$ cat src/rtl/sap1_pkg.sv
// Shared constants for the SAP-1 controller: opcodes, one-hot T-states and
// the internal control-word layout (every field asserted-high).
package sap1_pkg;

  localparam logic [3:0] OP_LDA = 4'b0000;
  localparam logic [3:0] OP_ADD = 4'b0001;
  localparam logic [3:0] OP_SUB = 4'b0010;
  localparam logic [3:0] OP_OUT = 4'b1110;
  localparam logic [3:0] OP_HLT = 4'b1111;

  localparam logic [5:0] T1 = 6'b000001;
  localparam logic [5:0] T2 = 6'b000010;
  localparam logic [5:0] T3 = 6'b000100;
  localparam logic [5:0] T4 = 6'b001000;
  localparam logic [5:0] T5 = 6'b010000;
  localparam logic [5:0] T6 = 6'b100000;

  // Active-low pins are kept asserted-high here and inverted at the top level.
  typedef struct packed {
    logic cp;
    logic ep;
    logic lm;
    logic ce;
    logic li;
    logic ei;
    logic la;
    logic ea;
    logic su;
    logic eu;
    logic lb;
    logic lo;
  } ctrl_t;

  localparam ctrl_t CTRL_IDLE = '0;

endpackage

$ cat src/rtl/sap1_ring_counter.sv
// Six-state one-hot ring counter (T1..T6) with a hold input that freezes it.
module sap1_ring_counter
  import sap1_pkg::*;
(
  input  logic       clk,
  input  logic       rst,
  input  logic       hold,
  output logic [5:0] t_state
);

  logic [5:0] state_reg;
  logic [5:0] state_next;

  always_comb begin
    state_next = state_reg;
    if (!hold) begin
      state_next = {state_reg[4:0], state_reg[5]};
    end
  end

  always_ff @(posedge clk) begin
    if (rst) begin
      state_reg <= T1;
    end else begin
      state_reg <= state_next;
    end
  end

  assign t_state = state_reg;

endmodule

$ cat src/rtl/sap1_controller.sv
// SAP-1 control sequencer: ring counter plus combinational decode of
// T-state and opcode into the bus/register control lines, with halt latch.
module sap1_controller
  import sap1_pkg::*;
#(
  parameter int OP_W = 4
) (
  input  logic            clk,
  input  logic            rst,
  input  logic [OP_W-1:0] opcode,
  output logic [5:0]      t_state,
  output logic            cp,
  output logic            ep,
  output logic            ea,
  output logic            eu,
  output logic            su,
  output logic            n_lm,
  output logic            n_ce,
  output logic            n_li,
  output logic            n_ei,
  output logic            n_la,
  output logic            n_lb,
  output logic            n_lo,
  output logic            hlt
);

  logic  halted_reg;
  logic  halt_now;
  logic  hold;
  ctrl_t cw;

  // Hold must already be asserted in the HLT T4 cycle so the ring never leaves T4.
  assign halt_now = (t_state == T4) && (opcode == OP_HLT);
  assign hold     = halted_reg || halt_now;

  sap1_ring_counter u_ring (
    .clk     (clk),
    .rst     (rst),
    .hold    (hold),
    .t_state (t_state)
  );

  always_ff @(posedge clk) begin
    if (rst) begin
      halted_reg <= 1'b0;
    end else if (halt_now) begin
      halted_reg <= 1'b1;
    end
  end

  always_comb begin
    cw = CTRL_IDLE;
    if (!rst && !halted_reg) begin
      case (t_state)
        T1: begin cw.ep = 1'b1; cw.lm = 1'b1; end
        T2: cw.cp = 1'b1;
        T3: begin cw.ce = 1'b1; cw.li = 1'b1; end
        T4: begin
          case (opcode)
            OP_LDA, OP_ADD: begin cw.ei = 1'b1; cw.lm = 1'b1; end
            OP_SUB:         begin cw.ei = 1'b1; cw.lm = 1'b1; cw.su = 1'b1; end
            OP_OUT:         begin cw.ea = 1'b1; cw.lo = 1'b1; end
            default: ;
          endcase
        end
        T5: begin
          case (opcode)
            OP_LDA: begin cw.ce = 1'b1; cw.la = 1'b1; end
            OP_ADD: begin cw.ce = 1'b1; cw.lb = 1'b1; end
            OP_SUB: begin cw.ce = 1'b1; cw.lb = 1'b1; cw.su = 1'b1; end
            default: ;
          endcase
        end
        T6: begin
          case (opcode)
            OP_ADD: begin cw.eu = 1'b1; cw.la = 1'b1; end
            OP_SUB: begin cw.eu = 1'b1; cw.la = 1'b1; cw.su = 1'b1; end
            default: ;
          endcase
        end
        default: ;
      endcase
    end
  end

  assign cp   = cw.cp;
  assign ep   = cw.ep;
  assign ea   = cw.ea;
  assign eu   = cw.eu;
  assign su   = cw.su;
  assign n_lm = ~cw.lm;
  assign n_ce = ~cw.ce;
  assign n_li = ~cw.li;
  assign n_ei = ~cw.ei;
  assign n_la = ~cw.la;
  assign n_lb = ~cw.lb;
  assign n_lo = ~cw.lo;
  assign hlt  = !rst && hold;

endmodule

$ cat config.mk
export PLATFORM = sky130hd
export DESIGN_NAME = sap1_controller
export DESIGN_NICKNAME = d
export VERILOG_FILES = /design/src/rtl/sap1_pkg.sv /design/src/rtl/sap1_ring_counter.sv /design/src/rtl/sap1_controller.sv
export SDC_FILE = /design/constraint.sdc
export NUM_CORES = 1
export LEC_CHECK = 0
export ABC_AREA = 0
export BUFFER_PORTS_ARGS = -buffer_cell sky130_fd_sc_hd__buf_2
export CAP_MARGIN = 20
export CORE_MARGIN = 3
export CORE_UTILIZATION = 35
export DETAILED_ROUTE_END_ITERATION = 10
export PLACE_DENSITY = 0.64
export SYNTH_ARGS = -nofsm -noshare
export SYNTH_HDL_FRONTEND = slang
export SYNTH_SLANG_ARGS = --single-unit
$ cat constraint.sdc
create_clock -name clk -period 4.2 [get_ports clk]
set_clock_uncertainty 0.05 [all_clocks]
set_input_delay 0.42 -clock clk [delete_from_list [all_inputs] [get_ports clk]]
set_output_delay 0.42 -clock clk [all_outputs]
set_load 0.1 [all_outputs]
### After elaboration in Yosys (flattened, before gate mapping)

Index checks and enable logic that the tools add are counted.

| operators by class | value |
|---|---|
| eq/ne operators | 10 |
| reductions and logical operators | 10 |
| mux-type cells | 17 |
| bitwise gates (word level) | 7 |

Operators by type and width:

| kind | count |
|---|---|
| 2-to-1 mux 1 bit | 13 |
| 2-to-1 mux 12 bit | 1 |
| equality test 4 bit, second input constant | 2 |
| inverter 1 bit | 7 |
| equality test 6 x 1 -> 1 bit, second input constant | 1 |
| equality test 6 x 2 -> 1 bit, second input constant | 1 |
| equality test 6 x 3 -> 1 bit, second input constant | 1 |
| equality test 6 x 4 -> 1 bit, second input constant | 1 |
| equality test 6 x 5 -> 1 bit, second input constant | 1 |
| equality test 6 bit, second input constant | 1 |
| one-hot mux 1 bit (2 select lines) | 3 |
| OR reduction 3 bit | 2 |
| equality test 4 x 1 -> 1 bit, second input constant | 1 |
| equality test 4 x 2 -> 1 bit, second input constant | 1 |
| zero test 4 bit | 1 |
| logical AND 1 bit | 3 |
| zero test 1 bit | 2 |
| OR reduction 2 bit | 1 |
| logical OR 1 bit | 1 |

| storage, ports and cells | value |
|---|---|
| word-level logic and storage cells | 46 |
| output and inout port bits | 19 |
| bits of input ports | 6 |
| bits in registers | 7 |

### Logic depth before layout (Yosys ltp)

| depth | value |
|---|---|
| depth after elaboration | 6 |
| depth in mapped cells | 4 |
| depth with buffers taken out | 3 |

### By module

A second synthesis with hierarchy kept.

| unflattened totals | value |
|---|---|
| cells, all modules | 55 |
| area, all modules | 508.0 um^2 |

By module, submodules not included:

| module | sequential area each (um^2) | times used | cells an instance | area each (um^2) |
|---|---|---|---|---|
| sap1_controller | 20.0 | 1 | 36 | 290.3 |
| sap1_ring_counter | 120.1 | 1 | 19 | 217.7 |

### Worst setup path before layout

OpenSTA, ideal clock, no wires.

| timing | value |
|---|---|
| path type | register to output |
| start point | register u_ring.state_reg[3] (netlist: u_ring.t_state[3]) |
| end point | output ea |
| data arrival time | 4.384 ns |
| buffers on the path | 0 |
| data required time | 3.730 ns |
| slack | -0.654 ns |
| stages on the path, launching flop included | 4 |
| path through | dfxtp_1 -> nor4b_2 -> nand2_1 -> nor4_1 |

| on the way | value |
|---|---|
| cells in the longest elaborated chain, start to end | 3 |

Ends and longest elaborated chain:

| what | line | source |
|---|---|---|
| start: declaration | sap1_ring_counter.sv:11 | `logic [5:0] state_reg;` |
| start signal: assignment | sap1_ring_counter.sv:25 | `state_reg <= state_next;` |
| equality test 6 x 4 -> 1 bit | sap1_controller.sv:54 | `case (t_state)` |
| 2-to-1 mux 1 bit | sap1_controller.sv:54 |  |
| 2-to-1 mux 12 bit | sap1_controller.sv:53 | `if (!rst && !halted_reg) begin` |
| end: declaration | sap1_controller.sv:14 | `output logic ea,` |

Every way passes these cells.

### Final worst setup path

| timing | value |
|---|---|
| start point | register halted_reg |
| end point | output eu |

| on the way | value |
|---|---|
| cells in the longest elaborated chain, start to end | 3 |

Ends and longest elaborated chain:

| what | line | source |
|---|---|---|
| start: declaration | sap1_controller.sv:27 | `logic halted_reg;` |
| start signal: assignment | sap1_controller.sv:45 | `halted_reg <= 1'b0;` |
| start signal: assignment | sap1_controller.sv:47 | `halted_reg <= 1'b1;` |
| zero test 1 bit | sap1_controller.sv:53 |  |
| logical AND 1 bit | sap1_controller.sv:53 |  |
| 2-to-1 mux 12 bit | sap1_controller.sv:53 |  |
| end: declaration | sap1_controller.sv:15 | `output logic eu,` |

Every way passes these cells.

==> flow_summary.yaml <==
placed_design:
  hpwlAfterDp_microns: 1010
  io_buffers: 24
  gp_congestion: 0.790
  placed_area_sq_um: 668
synth:
  syn_avg_cell_area_sq_um: 7.63
  synth_cell_type_count: 32
  synthCells: 71
  ys.warnings.count: 0
  synth_area_leader_cell: "dfxtp_1"
  syn_area_sq_um: 542
  syn_nets: 77
  synth_top_cell_area_share: 0.259
  ys_top_cells_by_area: "dfxtp_1, a21oi_1, nor2_1, or4_4, mux2i_1"
  synth-seq-cells: 7
  yosysSeqAreaShare: 0.259
grt:
  overflow: 0
  antenna_found_initial: 0
  grt_pass1_vias: 491
  grt_max_degree: 13
  grtUsageTotal: 0.145
  grt_pass1_wl_microns: 2230
run:
  drv_cap: 0
sta:
  drv_slew: 0
  setup_viol_count_final: 0
  tns_ps: 0
  post-route-period-util: 0.669
  hold_viol: 0
  worstMarginPinSlew_ps: 487
  holdWs_ps: 433
  max_freq_mhz: 356
  min_period_ps: 2810
  rsz0062_at_grt: "false"
  relSlewSlack: 0.677
cells_and_area:
  largest_reg_flops: 6
  seqCellArea_sq_um: 140
  syn2layout_area_growth_pct: 28.2
  n_antenna_cell: 0
  drive_gt1_frac: 0.344
  final_net_count: 100
  multi_input_area_sq_um: 374
  design_area_sq_um: 694
  nFillCells: 147
setup_path:
  r2r_end: "u_ring.t_state[5]"
  rr_startpoint: "u_ring.t_state[3]"
  end_kind: "output port"
  crit_slowest_cell: "or4_4"
  crit_top_cell: "or4_4"
  crit_path_end: "eu"
  cp.depth: 4
  path_cells: "or4_4, or4_4, nor3_1, buf_2"
  critPathTopFamily: "simple AND/OR/NAND/NOR gates"
  reg2reg_slack_ps: 2530
  worstSetupPathType: "reg2out"
  crit_buf_inv: 1
  worstRegToRegCells: 3
  cp_max_fo: 11
  worstPathArrival_ps: 2340
  cp-startpoint: "halted_reg"
  critPathRequiredTime_ps: 3730
  cp-start-kind: "register"
  worst_path_largest_cell_delay_ps: 590
routing:
  wl_per_cell_microns: 12.3
  dr.first_iter.drc_count: 9
  vias: 596
  vias_per_cell: 5.52
  ant_nets: 0
  drtPass1Iterations: 4
  drc: 0
  totalWireLength_microns: 1330
die:
  die_h_microns: 45.3
  start_util: 0.392
  fp.dieW_microns: 45.3
  dieArea_sq_um: 2060
  num_io_pins: 25
  rows: 13
  coreArea_sq_um: 1380
cts:
  worstSkewPairLatency_ps: 250
  cts_tree: "built"
  cts_buffers: 3
  clkTransAtPathRegs_ps: 50
  cts_hold_buf: 0
  cts_buffer_depth: 2
  post_cts_buffers: 0
  htree_num_levels: 1
  ctsResizeCount: 0
  cts_sinks: 7
  root_buffer: "clkbuf_4"
pwr:
  leakagePower_nw: 0.272
  power_mw: 0.176
  p_clk_frac: 0.345
  p_sw_frac: 0.350
  pwr_density_cell_nw_per_um2: 254
  pwr-share-seq: 0.406
  internal_power_mw: 0.115
  netSwitchingPower_mw: 0.0617
  peakVddDrop_uv: 224
  pwr-share-comb: 0.249
run_status:
  outcome: "completed"
min_path:
  hold_class: "in2reg"
-- cells in the mapped netlist (all sizes together) --
| cell type | count |
|---|---|
| dfxtp | 7 |
| nor2 | 6 |
| a21oi | 5 |
| clkbuf | 5 |
| inv | 4 |
| nand3 | 4 |
| or4 | 4 |
| nor3 | 3 |
| nor4b | 3 |
| o21ai | 3 |
| and2 | 2 |
| and3 | 2 |
| mux2i | 2 |
| nand2 | 2 |
| nor3b | 2 |
| nor4 | 2 |
| xor2 | 2 |
| a211o | 1 |
| a211oi | 1 |
| a21o | 1 |
| a311oi | 1 |
| a32o | 1 |
| a32oi | 1 |
| and4bb | 1 |
| buf | 1 |
| nand2b | 1 |
| nand3b | 1 |
| nand4 | 1 |
| o211ai | 1 |
| or3 | 1 |
-- power groups by stage --
stage               registers [mW]  clock network (mW)  logic (mW)
detailed placement          0.0729                   0      0.0439
CTS                         0.0715              0.0634      0.0441
finish                      0.0716              0.0607      0.0439
global placement            0.0729                   0      0.0437
floorplan                   0.0826                   0      0.0256
global route                0.0721              0.0665      0.0468
-- layout make-up --
class	count	share of cell area
well taps	15	0.0270
inverters	4	0.0216
clock buffers	4	0.0378
repair buffers	24	0.173
flip-flops and latches	7	0.202
multi-input cells	54	0.539
-- worst reg2reg max path, stage by stage (launching register included) --
cell,delay (ps)
dfxtp_1,540
nor4b_2,440
nand3_1,250
a311oi_1,310
-- through the flow --
step / util / setup slack, ps / std cells
global route: 0.502 / 1280 / 108
floorplan: - / 28.6 / 71
global placement: 0.483 / 1540 / 104
CTS: 0.502 / 1390 / 108
finish: 0.502 / 1390 / 108
detailed placement: 0.483 / 1540 / 104
-- logic make-up (layout without fill, tap and decap cells) --
kind of cell           Yosys count  count (layout)  share of synthesized area
AND/OR/NAND/NOR                 35              35                      0.418
flip-flops                       7               7                      0.259
AO/OA/AOI/OAI                   15              15                      0.182
multiplexers                     2               2                     0.0370
XOR/XNOR                         2               2                     0.0323
buffers and inverters           10              32                     0.0716
-- worst min-delay path by stage --
stage | slack, ps | depth (start not counted) | to | from
CTS | 430 | 2 | u_ring.t_state[2] | rst
global route | 450 | 2 | u_ring.t_state[2] | rst
detailed placement | 540 | 2 | u_ring.t_state[2] | u_ring.t_state[1]
floorplan | 660 | 3 | u_ring.t_state[3] | halted_reg
finish | 430 | 2 | u_ring.t_state[2] | rst
global placement | 530 | 2 | u_ring.t_state[2] | u_ring.t_state[1]
-- per-layer routing --
layer / wire length [microns] / track usage / vias to the layer above
li1: - / - / 313
met1: 694 / 0.208 / 263
met2: 536 / 0.206 / 20
met3: 97 / 0.0598 / 0
met4: 0 / 0.0175 / 0
met5: 0 / 0 / -
-- cell usage in the layout, fill, tap and decap left out, types with 2 or more instances in the layout --
master | Yosys | final
a21oi_1 | 5 | 5
and2_1 | 2 | 2
and3_1 | 2 | 2
buf_2 | 1 | 24
clkbuf_4 | 0 | 3
dfxtp_1 | 7 | 7
inv_1 | 4 | 4
mux2i_1 | 2 | 2
nand2_1 | 2 | 2
nand3_1 | 4 | 4
nor2_1 | 6 | 6
nor3_1 | 3 | 3
nor4b_1 | 2 | 2
o21ai_0 | 3 | 3
or4_1 | 2 | 2
or4_4 | 2 | 2
xor2_1 | 2 | 2
No activity file was read; power rests on OpenSTA's default activity.
